[src/rtl/pc_fetch_unit.sv]
// Program counter and instruction-fetch sequencer.
// Runs one req/ack fetch per PC value and buffers branch redirects until the PC can take them.
module pc_fetch_unit #(
  parameter int                ADDR_W   = 32,
  parameter int                INSTR_W  = 32,
  parameter logic [ADDR_W-1:0] RESET_PC = '0
) (
  input  logic               clk,
  input  logic               rst,
  input  logic               hold,
  input  logic               redirect_valid,
  input  logic [ADDR_W-1:0]  redirect_target,
  output logic               imem_req,
  output logic [ADDR_W-1:0]  imem_addr,
  input  logic               imem_ack,
  input  logic [INSTR_W-1:0] imem_rdata,
  output logic               instr_valid,
  output logic [INSTR_W-1:0] instr,
  output logic [ADDR_W-1:0]  instr_pc,
  output logic [ADDR_W-1:0]  pc,
  output logic               fetch_busy,
  output logic               misalign_err
);

  typedef enum logic {FETCH, READY} state_t;

  state_t              state_reg;
  logic                req_reg;
  logic                instr_valid_reg;
  logic                misalign_reg;
  logic                pending_valid_reg;
  logic [ADDR_W-1:0]   pending_target_reg;
  logic [ADDR_W-1:0]   pc_reg;
  logic [ADDR_W-1:0]   instr_pc_reg;
  logic [INSTR_W-1:0]  instr_reg;

  logic                redirect_aligned;
  logic                redirect_misaligned;
  logic                update_en;
  logic [ADDR_W-1:0]   pc_next;

  always_comb begin
    redirect_aligned    = redirect_valid && (redirect_target[1:0] == 2'b00);
    redirect_misaligned = redirect_valid && (redirect_target[1:0] != 2'b00);
    update_en           = (state_reg == READY) && !hold;
    // A live redirect beats the buffered one; otherwise fall through to sequential.
    if (redirect_aligned)
      pc_next = redirect_target;
    else if (pending_valid_reg)
      pc_next = pending_target_reg;
    else
      pc_next = pc_reg + ADDR_W'(4);
  end

  always_ff @(posedge clk or posedge rst) begin
    if (rst) begin
      state_reg          <= FETCH;
      req_reg            <= 1'b0;
      instr_valid_reg    <= 1'b0;
      misalign_reg       <= 1'b0;
      pending_valid_reg  <= 1'b0;
      pending_target_reg <= '0;
      pc_reg             <= RESET_PC;
      instr_pc_reg       <= '0;
      instr_reg          <= '0;
    end else begin
      instr_valid_reg <= 1'b0;

      if (redirect_misaligned)
        misalign_reg <= 1'b1;

      case (state_reg)
        FETCH: begin
          // The request only counts as issued once req is visible, so an early ack is ignored.
          req_reg <= 1'b1;
          if (req_reg && imem_ack) begin
            instr_reg       <= imem_rdata;
            instr_pc_reg    <= pc_reg;
            instr_valid_reg <= 1'b1;
            req_reg         <= 1'b0;
            state_reg       <= READY;
          end
        end
        READY: begin
          if (!hold) begin
            pc_reg            <= pc_next;
            pending_valid_reg <= 1'b0;
            req_reg           <= 1'b1;
            state_reg         <= FETCH;
          end
        end
        default: state_reg <= FETCH;
      endcase

      if (!update_en && redirect_aligned) begin
        pending_valid_reg  <= 1'b1;
        pending_target_reg <= redirect_target;
      end
    end
  end

  // The PC only moves on the edge that re-enters FETCH, so it doubles as the held fetch address.
  assign imem_req     = req_reg;
  assign imem_addr    = pc_reg;
  assign fetch_busy   = req_reg;
  assign instr_valid  = instr_valid_reg;
  assign instr        = instr_reg;
  assign instr_pc     = instr_pc_reg;
  assign pc           = pc_reg;
  assign misalign_err = misalign_reg;

endmodule

[config.mk]
export PLATFORM = sky130hd
export DESIGN_NAME = pc_fetch_unit
export DESIGN_NICKNAME = d
export VERILOG_FILES = /design/src/rtl/pc_fetch_unit.sv
export SDC_FILE = /design/constraint.sdc
export NUM_CORES = 1
export LEC_CHECK = 0
export CELL_PAD_IN_SITES_DETAIL_PLACEMENT = 0
export CELL_PAD_IN_SITES_GLOBAL_PLACEMENT = 2
export CORE_MARGIN = 8
export CORE_UTILIZATION = 28
export CTS_CLUSTER_DIAMETER = 50
export CTS_CLUSTER_SIZE = 25
export DETAILED_ROUTE_END_ITERATION = 16
export PLACE_DENSITY_LB_ADDON = 0.1
export SKIP_LAST_GASP = 1
export SYNTH_ARGS = -nofsm -noshare
export SYNTH_HDL_FRONTEND = slang
export SYNTH_SLANG_ARGS = --single-unit
[constraint.sdc]
create_clock -name clk -period 5.6 [get_ports clk]
set_input_delay 1.12 -clock clk [delete_from_list [all_inputs] [get_ports clk]]
set_output_delay 1.12 -clock clk [all_outputs]
set_load 0.05 [all_outputs]
# Word level (Yosys, flattened, before mapping)
# Index checks and enable logic that the tools add are counted.
# totals
regBits	133
input_bits	69
out_inout_bits	132
elab_cells	39
# classes
addsub	1
eq_ne	2
mux	12
bitwise_logic	2
reduce_logical	13
# op_table
op	n
$mux W32	2
$add A32 B3 Y32 const B	1
$mux W1	8
$reduce_and A2 Y1	3
$logic_and A1 B1 Y1	5
$pmux W1 S2	2
$reduce_bool A2 Y1	2
$logic_not A1 Y1	2
$logic_not A2 Y1	1
$ne A2 B1 Y1 const B	1
$ne A2 B2 Y1 const B	1
$not A1 Y1	2

# Depth between registers and ports, before layout
# depth
word_depth	6
ltp_mapped	6
mapped_depth_nobuf	5

# Worst setup path after synthesis
# No wires, ideal clock.
# synth_path
path_type	input -> register
from	in redirect_target[0]
to	reg pending_target_reg[10]
setup_time_ps	125
t_arrival_ps	2603
required_time_ps	5475
path_slack_ps	2872
stages	5
n_path_buf	2
cell_sequence	or3b_2 -> clkbuf_1 -> nor2_1 -> buf_2 -> mux2_2
# synth_between
elab_chain_cells	3
# synth_lines
element	line	source
start, declared	12	input logic [ADDR_W-1:0] redirect_target,
$logic_not A2 Y1	43	redirect_aligned = redirect_valid && (redirect_target[1:0] == 2'b00);
$logic_and A1 B1 Y1	43	
$logic_and A1 B1 Y1	95	if (!update_en && redirect_aligned) begin
end signal, assigned	97	pending_target_reg <= redirect_target;
end, declared	32	logic [ADDR_W-1:0] pending_target_reg;
# Every way passes these cells.
# A chain may end at the register's enable or synchronous reset.

# Final worst setup path
# layout_path
from	in redirect_valid
to	reg pending_target_reg[27]
# layout_between
elab_chain_cells	2
# layout_lines
element	line	source
start, declared	11	input logic redirect_valid,
$logic_and A1 B1 Y1	43	
$logic_and A1 B1 Y1	95	
# Every way passes these cells.

==> summary.md <==
| Metric | Value |
|---|---|
| Status | complete, no violations |
| Asr flop ratio synth | 100% |
| Worst-path clk slew | 0.07 ns |
| Count leader, synth | nand2_1 |
| Post CTS Setup Buffer Count | 0 |
| Largest net degree at the start of global routing | 108 |
| Clock Skew | 0.0121 ns |
| Setup TNS | 0 ns |
| VDD IR max | 343 uV |
| Drt first pass iters | 4 |
| Slew Limit Fails | 0 |
| Post-route ant nets | 0 |
| Max cap viols | 0 |
| Routed wire length | 22100 um |
| GP Congestion | 0.778 |
| Sequential share of the synthesized area | 50.3% |
| Top FF cell, synth | dfrtp_1 |
| Final worst-path cycle share | 55.5% |
| Top post-synthesis cells by count | 219 x nand2_1, 133 x dfrtp_1, 33 x buf_4 |
| Die Wd | 170 um |
| Hold Crit Class | reg2reg |
| Final instance area | 9320 um2 |
| Syn-to-layout area delta | 40.7% |
| Syn Area/Cell | 9.15 um2 |
| Initial antenna violation count | 0 |
| Hold_buf cts | 0 |
| Largest area contributor in the netlist | dfrtp_1 |
| H-tree levels | 4 |
| CP Capture Type | flop |
| Setup Crit Path Kind | in2reg |
| Post-synth top area share | 50.3% |
| Post-Synthesis Cells | ~720 |
| Die height | 170 um |
| Seq cells post-synth | 133 |
| Synth cell types | 58 |
| ANT cells | 0 |
| Syn Std Cell Area | roughly 6600 um2 |
| Initial DRC count | between 300 and 400 |
| F_max | approximately 320 MHz |
| Fin. Hold Viols | 0 |
| Die area | 28800 um2 |
| CTS tree | yes |
| CP arrival | 3.40 ns |
| CTS resizes | 0 |
| Synth Net Count | 794 |
| Clk sinks | between 100 and 150 |
| Core footprint | 23300 um2 |
| First-pass GRT wire length | 34600 um |
| Std cell rows | 56 |
| HPWL after DPL | between 10000 and 15000 um |
| Post-synth EDFFs | 0 |
| Global route total overflow | 0 |
| Initial core utilization | 28.4% |
| Dpl cell area | 8660 um2 |
| Nets | 940 |
| Yosys warnings | 0 |
| Worst EP required | between 5 and 6 ns |
| Top post-synthesis cells by area | dfrtp_1 50%, nand2_1 12%, mux2_2 4.9% |
| All-Layer GR Usage | 15.3% |
| Layout cell share with drive strength beyond 1 | 9.74% |
| Root Buffer | clkbuf_16 |
| Port Buf Inserts | 200 |
| Crit start category | input port |
| Final min period | between 3 and 4 ns |
| Clock tree buffer depth | 2 |
| Residual DRC count | 0 |
| # setup viols final | 0 |
| TritonCTS Buffers | 17 |
| Peak fanout along the critical path | 33 |
| Vias in the first global route | 6031 |
| Pwr dens | about 670 nW/um2 |
| Vias per inst | 4.74 |
| Slew margin rel. | 23.2% |
| Unrepaired setup endpoints after global routing | false |
| Leakage | 3.99 nW |
| Tightest Pin Transition | 1.15 ns |
| Overall via count from detail_route | about 5700 |
| I/O Pins | 201 |
| Clock Latency Late Sink | approximately 0.42 ns |
| DR WL/cell | 18.4 um |
## cells in the final DEF, fill, tap and decap left out, drive strengths merged, types with 5 or more instances in the layout
master,n
or4,8
bufinv,6
clkbuf,19
nor4,9
nand2,219
o211ai,7
buf,8
clkinv,5
nor3,15
mux2,29
and3,9
xnor2,5
a31oi,5
nand4,11
nand3,27
nand2b,8
nor2,22
dfrtp,133
inv,15
clkdlybuf4s50,200
mux2i,11
a21oi,21
o21ai,29
## per-layer routing
| metal | up-vias | GRT usage [%] | part of all wire [%] |
|---|---|---|---|
| met5 | - | 0 | 0 |
| met4 | 0 | 4.62 | 1.1 |
| met3 | 16 | 3.14 | 5.7 |
| met2 | 143 | 26.0 | 49 |
| met1 | 2794 | 19.4 | 44 |
| li1 | 2744 | - | - |
## critical path, cell delays in order
cell and delay [ns]:
clkdlybuf4s50_1 0.50, or3b_2 0.50, nor2_4 0.85, mux2_2 0.43
## layout make-up
type	instances	area (um2)
clock buffers	19	433
clock inverters	13	229
fillers	2303	14000
inverters	14	57.6
multi-input cells	496	2810
flip-flops and latches	133	3330
well taps	319	399
repair buffers	208	2060
## through the flow
stage	worst slack [ns]	hold WS (ns)	util (%)	cells	power (mW)
floorplan	0.926	0.465	-	724	3.93
global placement	2.05	0.451	37.1	1170	4.96
detailed placement	2.01	0.461	37.1	1170	5.00
CTS	2.44	0.477	39.9	1202	6.30
global route	2.36	0.489	39.9	1202	6.54
finish	2.49	0.470	39.9	1202	6.21
## power breakdown
| group | internal [mW] | switching, mW |
|---|---|---|
| registers | 1.33 | 0.412 |
| logic | 1.04 | 2.14 |
| clock network | 0.836 | 0.442 |
| total | 3.21 | 3.00 |
## logic make-up after synthesis
kind of cell,Yosys count,synth area share (%)
DFF,133,50.3
buffers and inverters,95,7.63
and+or+nand+nor,345,24.0
xor gates and xnor gates,5,0.661
adders and majority gates,1,0.189
AOI/OAI and AO/OA,105,10.7
muxes,40,6.59
## worst paths after layout
| kind | from | endpoint | slack [ns] | cells past startpoint |
|---|---|---|---|---|
| setup / recovery | redirect_valid | pending_target_reg[27] | 2.49 | 4 |
| hold / removal | misalign_err | misalign_err | 0.47 | 1 |
| setup reg to reg | imem_addr[2] | imem_addr[26] | 2.66 | 5 |
| hold reg to reg | misalign_err | misalign_err | 0.47 | 1 |
| max in group asynchronous | rst | pending_target_reg[2] | 3.27 | 3 |
| min in group asynchronous | rst | instr[4] | 1.36 | 2 |
Note: power is estimated with default switching activity, not from simulation.
==> RTL change 1 (same flow settings) <==
Add an input register stage for `redirect_target`; this delays it by one clock. The other inputs are not delayed to match.
--- a/src/rtl/pc_fetch_unit.sv
+++ b/src/rtl/pc_fetch_unit.sv
@@ -24,6 +24,12 @@
 
   typedef enum logic {FETCH, READY} state_t;
 
+  logic [ADDR_W-1:0] redirect_target_q;
+
+  always_ff @(posedge clk) begin
+    redirect_target_q <= redirect_target;
+  end
+
   state_t              state_reg;
   logic                req_reg;
   logic                instr_valid_reg;
@@ -40,12 +46,12 @@
   logic [ADDR_W-1:0]   pc_next;
 
   always_comb begin
-    redirect_aligned    = redirect_valid && (redirect_target[1:0] == 2'b00);
-    redirect_misaligned = redirect_valid && (redirect_target[1:0] != 2'b00);
+    redirect_aligned    = redirect_valid && (redirect_target_q[1:0] == 2'b00);
+    redirect_misaligned = redirect_valid && (redirect_target_q[1:0] != 2'b00);
     update_en           = (state_reg == READY) && !hold;
     // A live redirect beats the buffered one; otherwise fall through to sequential.
     if (redirect_aligned)
-      pc_next = redirect_target;
+      pc_next = redirect_target_q;
     else if (pending_valid_reg)
       pc_next = pending_target_reg;
     else
@@ -94,7 +100,7 @@
 
       if (!update_en && redirect_aligned) begin
         pending_valid_reg  <= 1'b1;
-        pending_target_reg <= redirect_target;
+        pending_target_reg <= redirect_target_q;
       end
     end
   end
Function: changed (a bounded check fails within 4 cycles, from zero or initial values and one cycle with rst high).
==> RTL change 1 against the unedited design <==
- synthesized cell count up 1.4%
- area after synthesis rose by 5.6%
- register-to-register slack improved by 300 ps
- cell count increased by 2.3%
- largest power group unchanged
- wire length increased by 1.3%
- sequential cell count rose by 32
- setup slack improved by 4.4 ps
- die area rose by 5.1%
- cell area increased by 3.7%
- total power up 3.7%
- sequential share of layout area is 5.3 points higher
==> RTL change 1: results (changes against the unedited design) <==
[placed_design]
preCtsSetupSlack_ps=2047  ; was 2008 ps
place.gp.congestion=0.7786  ; was 0.7776
dpl.hpwl_um=15770  ; was 14,780 um

[routing]
drt-initial-drc-count=359  ; was 329
vias=5781  ; was 5,697
avgRoutedWirePerCell_um=18.21  ; was 18.39 um
wl_met1_um=11330  ; was 9720 um
route.met2.wl_um=9820  ; was 10,890 um
dr_wl_met3_um=1012  ; was 1265 um

[yosys]
synth_common_cells=223 x nand2_1, 133 x dfrtp_1, 46 x o21ai_0  ; was 219 x nand2_1, 133 x dfrtp_1, 33 x buf_4
synth_area_leaders=dfrtp_1 48%, nand2_1 12%, dfxtp_1 9.2%  ; was dfrtp_1 50%, nand2_1 12%, mux2_2 4.9%
async_reset_ff_share_pct=80.61  ; was 100.0%
ys_seq_area_share_pct=56.74  ; was 50.26%
synth_fp_nets=804  ; was 794
synthAdderAreaFrac_pct=0.1789  ; was 0.1889%
synth_compound_area_share_pct=10.50  ; was 10.69%
synth_mux_area_share_pct=4.794  ; was 6.594%
synth_cell_types=57  ; was 58
synth_xor_area_share_pct=0.5009  ; was 0.6613%

[critical_path]
crit_start=imem_addr[18]  ; was redirect_valid
arrival_ps=1980  ; was 3400 ps
r2r_cells=6  ; was 5
critPathMaxFanout=9  ; was 33
reg2reg_from=pending_valid_reg  ; was imem_addr[2]
max_stage_delay_ps=900  ; was 850 ps
critPathSlowestCell=clkdlybuf4s50_1  ; was nor2_4
crit_family=buffers and inverters  ; was simple AND/OR/NAND/NOR gates
rr_endpoint=imem_addr[27]  ; was imem_addr[26]
reg2reg_slack_ps=2960  ; was 2660 ps

[global_route]
grtUsageMet3_pct=3.298  ; was 3.140%
track_usage_pct=14.84  ; was 15.34%
grt_pass1_wl_um=35800  ; was 34,620 um
grt_max_degree=106  ; was 108
gr-usage-met1_pct=20.72  ; was 19.39%
grtUsageMet2_pct=22.74  ; was 25.96%

[power_and_ir_drop]
p_leak_nw=4.125  ; was 3.995 nW

[hold_path]
min-delay-start=instr[17]  ; was misalign_err
holdPathEnd=instr[17]  ; was misalign_err
hold-path-cell-count=2  ; was 1

[timing]
skew_ps=9.405  ; was 12.14 ps
worst_hold_slack_ps=472.3  ; was 469.8 ps
fmax_mhz=322.1  ; was 321.6 MHz
worstMarginPinSlew_ps=1141  ; was 1151 ps

[clock_tree]
path_clk_slew_ps=60
cts_resized=0  ; unchanged
cts_buffers=17  ; unchanged

[final_layout]
drive_above_1_share_pct=8.222  ; was 9.740%
num-fill-cells=2485  ; was 2,303
nets=957  ; was 940

[outcome]
outcome=completed  ; unchanged

## RTL change 1: cell types whose count changed after synthesis, sizes merged, moves of 8 or more
cell | before | now
o21ai | 29 | 46
or3 | 2 | 10
mux2i | 11 | 2
a21oi | 21 | 32
nor3 | 15 | 5
dfxtp | 0 | 32
## RTL change 1: area by class of cell
type	instances	area share, %
sequential	165	41.06
tap	330	4.272
timing repair buffer	210	21.49
inverter	11	0.4790
clock buffer	23	5.282
clock inverter	9	0.9191
multi-input combinational	482	26.50
## RTL change 1: metrics by stage
stage          util, %  cell area [sq um]  cells
2_1_floorplan        -               6994    734
3_3_place_gp     36.53               9066   1198
3_5_place_dp     36.53               9066   1198
4_1_cts          38.94               9666   1230
5_1_grt          38.94               9666   1230
6_report         38.94               9666   1230
## RTL change 1: power breakdown
part | switching [W] | internal (W) | total [W]
registers | 0.000452 | 0.00158 | 0.00203
clock network | 0.000491 | 0.000692 | 0.00118
logic | 0.00220 | 0.00102 | 0.00322
==> RTL change 2 (same settings) <==
Without the edit above. Set the parameter `INSTR_W` to 28 (it was 32).
--- a/src/rtl/pc_fetch_unit.sv
+++ b/src/rtl/pc_fetch_unit.sv
@@ -2,7 +2,7 @@
 // Runs one req/ack fetch per PC value and buffers branch redirects until the PC can take them.
 module pc_fetch_unit #(
   parameter int                ADDR_W   = 32,
-  parameter int                INSTR_W  = 32,
+  parameter int                INSTR_W  = 28,
   parameter logic [ADDR_W-1:0] RESET_PC = '0
 ) (
   input  logic               clk,
Interface: changed (resized imem_rdata and instr); port bits go from 201 to 193. No check against the original RTL was run, so the function may have changed too.
==> RTL change 2 against the unedited design <==
- first-iteration DRC count is 1.2% lower
- synthesized cell count is 5.7% lower
- non-clock buffer count is 11 lower
- total power is 6.2% lower
- sequential cell count is 4 lower
- area after synthesis is 6.3% lower
- wire length is 8.6% lower
- cell area is 6.6% lower
- setup slack worse by 370 ps
- count of clock-buffer cells in the layout is 4 higher
- combinational power is 3% lower
- critical path type unchanged
==> RTL change 2: results (changes against the unedited design) <==
[final_layout]
seq_share_pct=37.10  ; was 35.72%
buffers=197  ; was 208
num-fill-cells=2164  ; was 2,303
clockBufferCount=23  ; was 19
multi_input_area_share_pct=29.41  ; was 30.15%
multi_input_cells=474  ; was 496
bufAreaShareNonClock_pct=22.52  ; was 22.13%
num-nonclk-inverters=8  ; was 14
final-clk-cell-share_pct=6.543  ; was 7.104%
regArea_sq_um=3228  ; was 3328 sq um
nets=893  ; was 940

[floorplan]
core-area_sq_um=21820  ; was 23,330 sq um

[critical_path]
crit_start=redirect_target[0]  ; was redirect_valid
max_stage_delay_ps=870  ; was 850 ps
reg2reg_from=state_reg  ; was imem_addr[2]
critPathMaxFanout=35  ; was 33

[timing]
skew_ps=9.237  ; was 12.14 ps
worstMarginPinSlew_ps=1090  ; was 1151 ps

[placed_design]
preCtsSetupSlack_ps=1657  ; was 2008 ps
place.gp.congestion=0.7194  ; was 0.7776
dpl.hpwl_um=13740  ; was 14,780 um

[routing]
wl_met1_um=9269  ; was 9720 um
drt-initial-drc-count=325  ; was 329
route.met2.wl_um=9572  ; was 10,890 um
drt-total-wl_um=20210  ; was 22,110 um
first_pass_iters=5  ; was 4
avgRoutedWirePerCell_um=18.04  ; was 18.39 um
vias_per_cell=4.763  ; was 4.740

[yosys]
syn_inst=683  ; was 724
synth_common_cells=216 x nand2_1, 129 x dfrtp_1, 42 x o21ai_0  ; was 219 x nand2_1, 133 x dfrtp_1, 33 x buf_4
ys_seq_area_share_pct=52.01  ; was 50.26%
synth_cell_types=54  ; was 58
synth_fp_nets=749  ; was 794

[power_and_ir_drop]
power.total_w=0.005821  ; was 0.006208 W
combPwrFrac_pct=52.9  ; was 51.4%
p_leak_nw=3.784  ; was 3.995 nW
vdd_drop_max_mv=0.2901  ; was 0.3425 mV

[global_route]
grt_pass1_wl_um=31880  ; was 34,620 um
first_global_vias=5479  ; was 6,031
track_usage_pct=15.12  ; was 15.34%
grtUsageMet3_pct=4.113  ; was 3.140%
grt_max_degree=102  ; was 108

[hold_path]
min-delay-start=instr_pc[1]  ; was misalign_err

[outcome]
outcome=completed  ; unchanged

[clock_tree]
clock-sinks=129  ; was 133

-- RTL change 2: changes by cell type in the layout (fill, tap and decap cells not counted), moves of 5 or more --
cell	unedited run	this run
xor2_1	0	6
o21ai_0	29	42
clkdlybuf4s50_1	200	192
mux2i_1	11	2
nor2_1	21	28
inv_1	12	6
bufinv_16	6	1
nand2b_1	8	1
nor3_1	15	3
a21oi_1	21	39
-- RTL change 2: final timing paths --
check                                          to  slack, ps  cells past startpoint
hold reg to reg                       instr_pc[1]        470                      2
hold / removal                        instr_pc[1]        470                      2
setup / recovery           pending_target_reg[16]       2120                      4
max in group asynchronous           imem_addr[13]       3270                      3
min in group asynchronous               instr[13]       1310                      2
setup reg to reg                    imem_addr[16]       3070                      5
-- RTL change 2: logic make-up after synthesis --
group	Yosys count	synth area share, %
compound gates	115	11.13
mux	31	5.584
flops	129	52.01
fa+ha+maj	1	0.2015
xor+xnor	12	1.693
buf+inv	80	7.035
simple gates	315	22.35
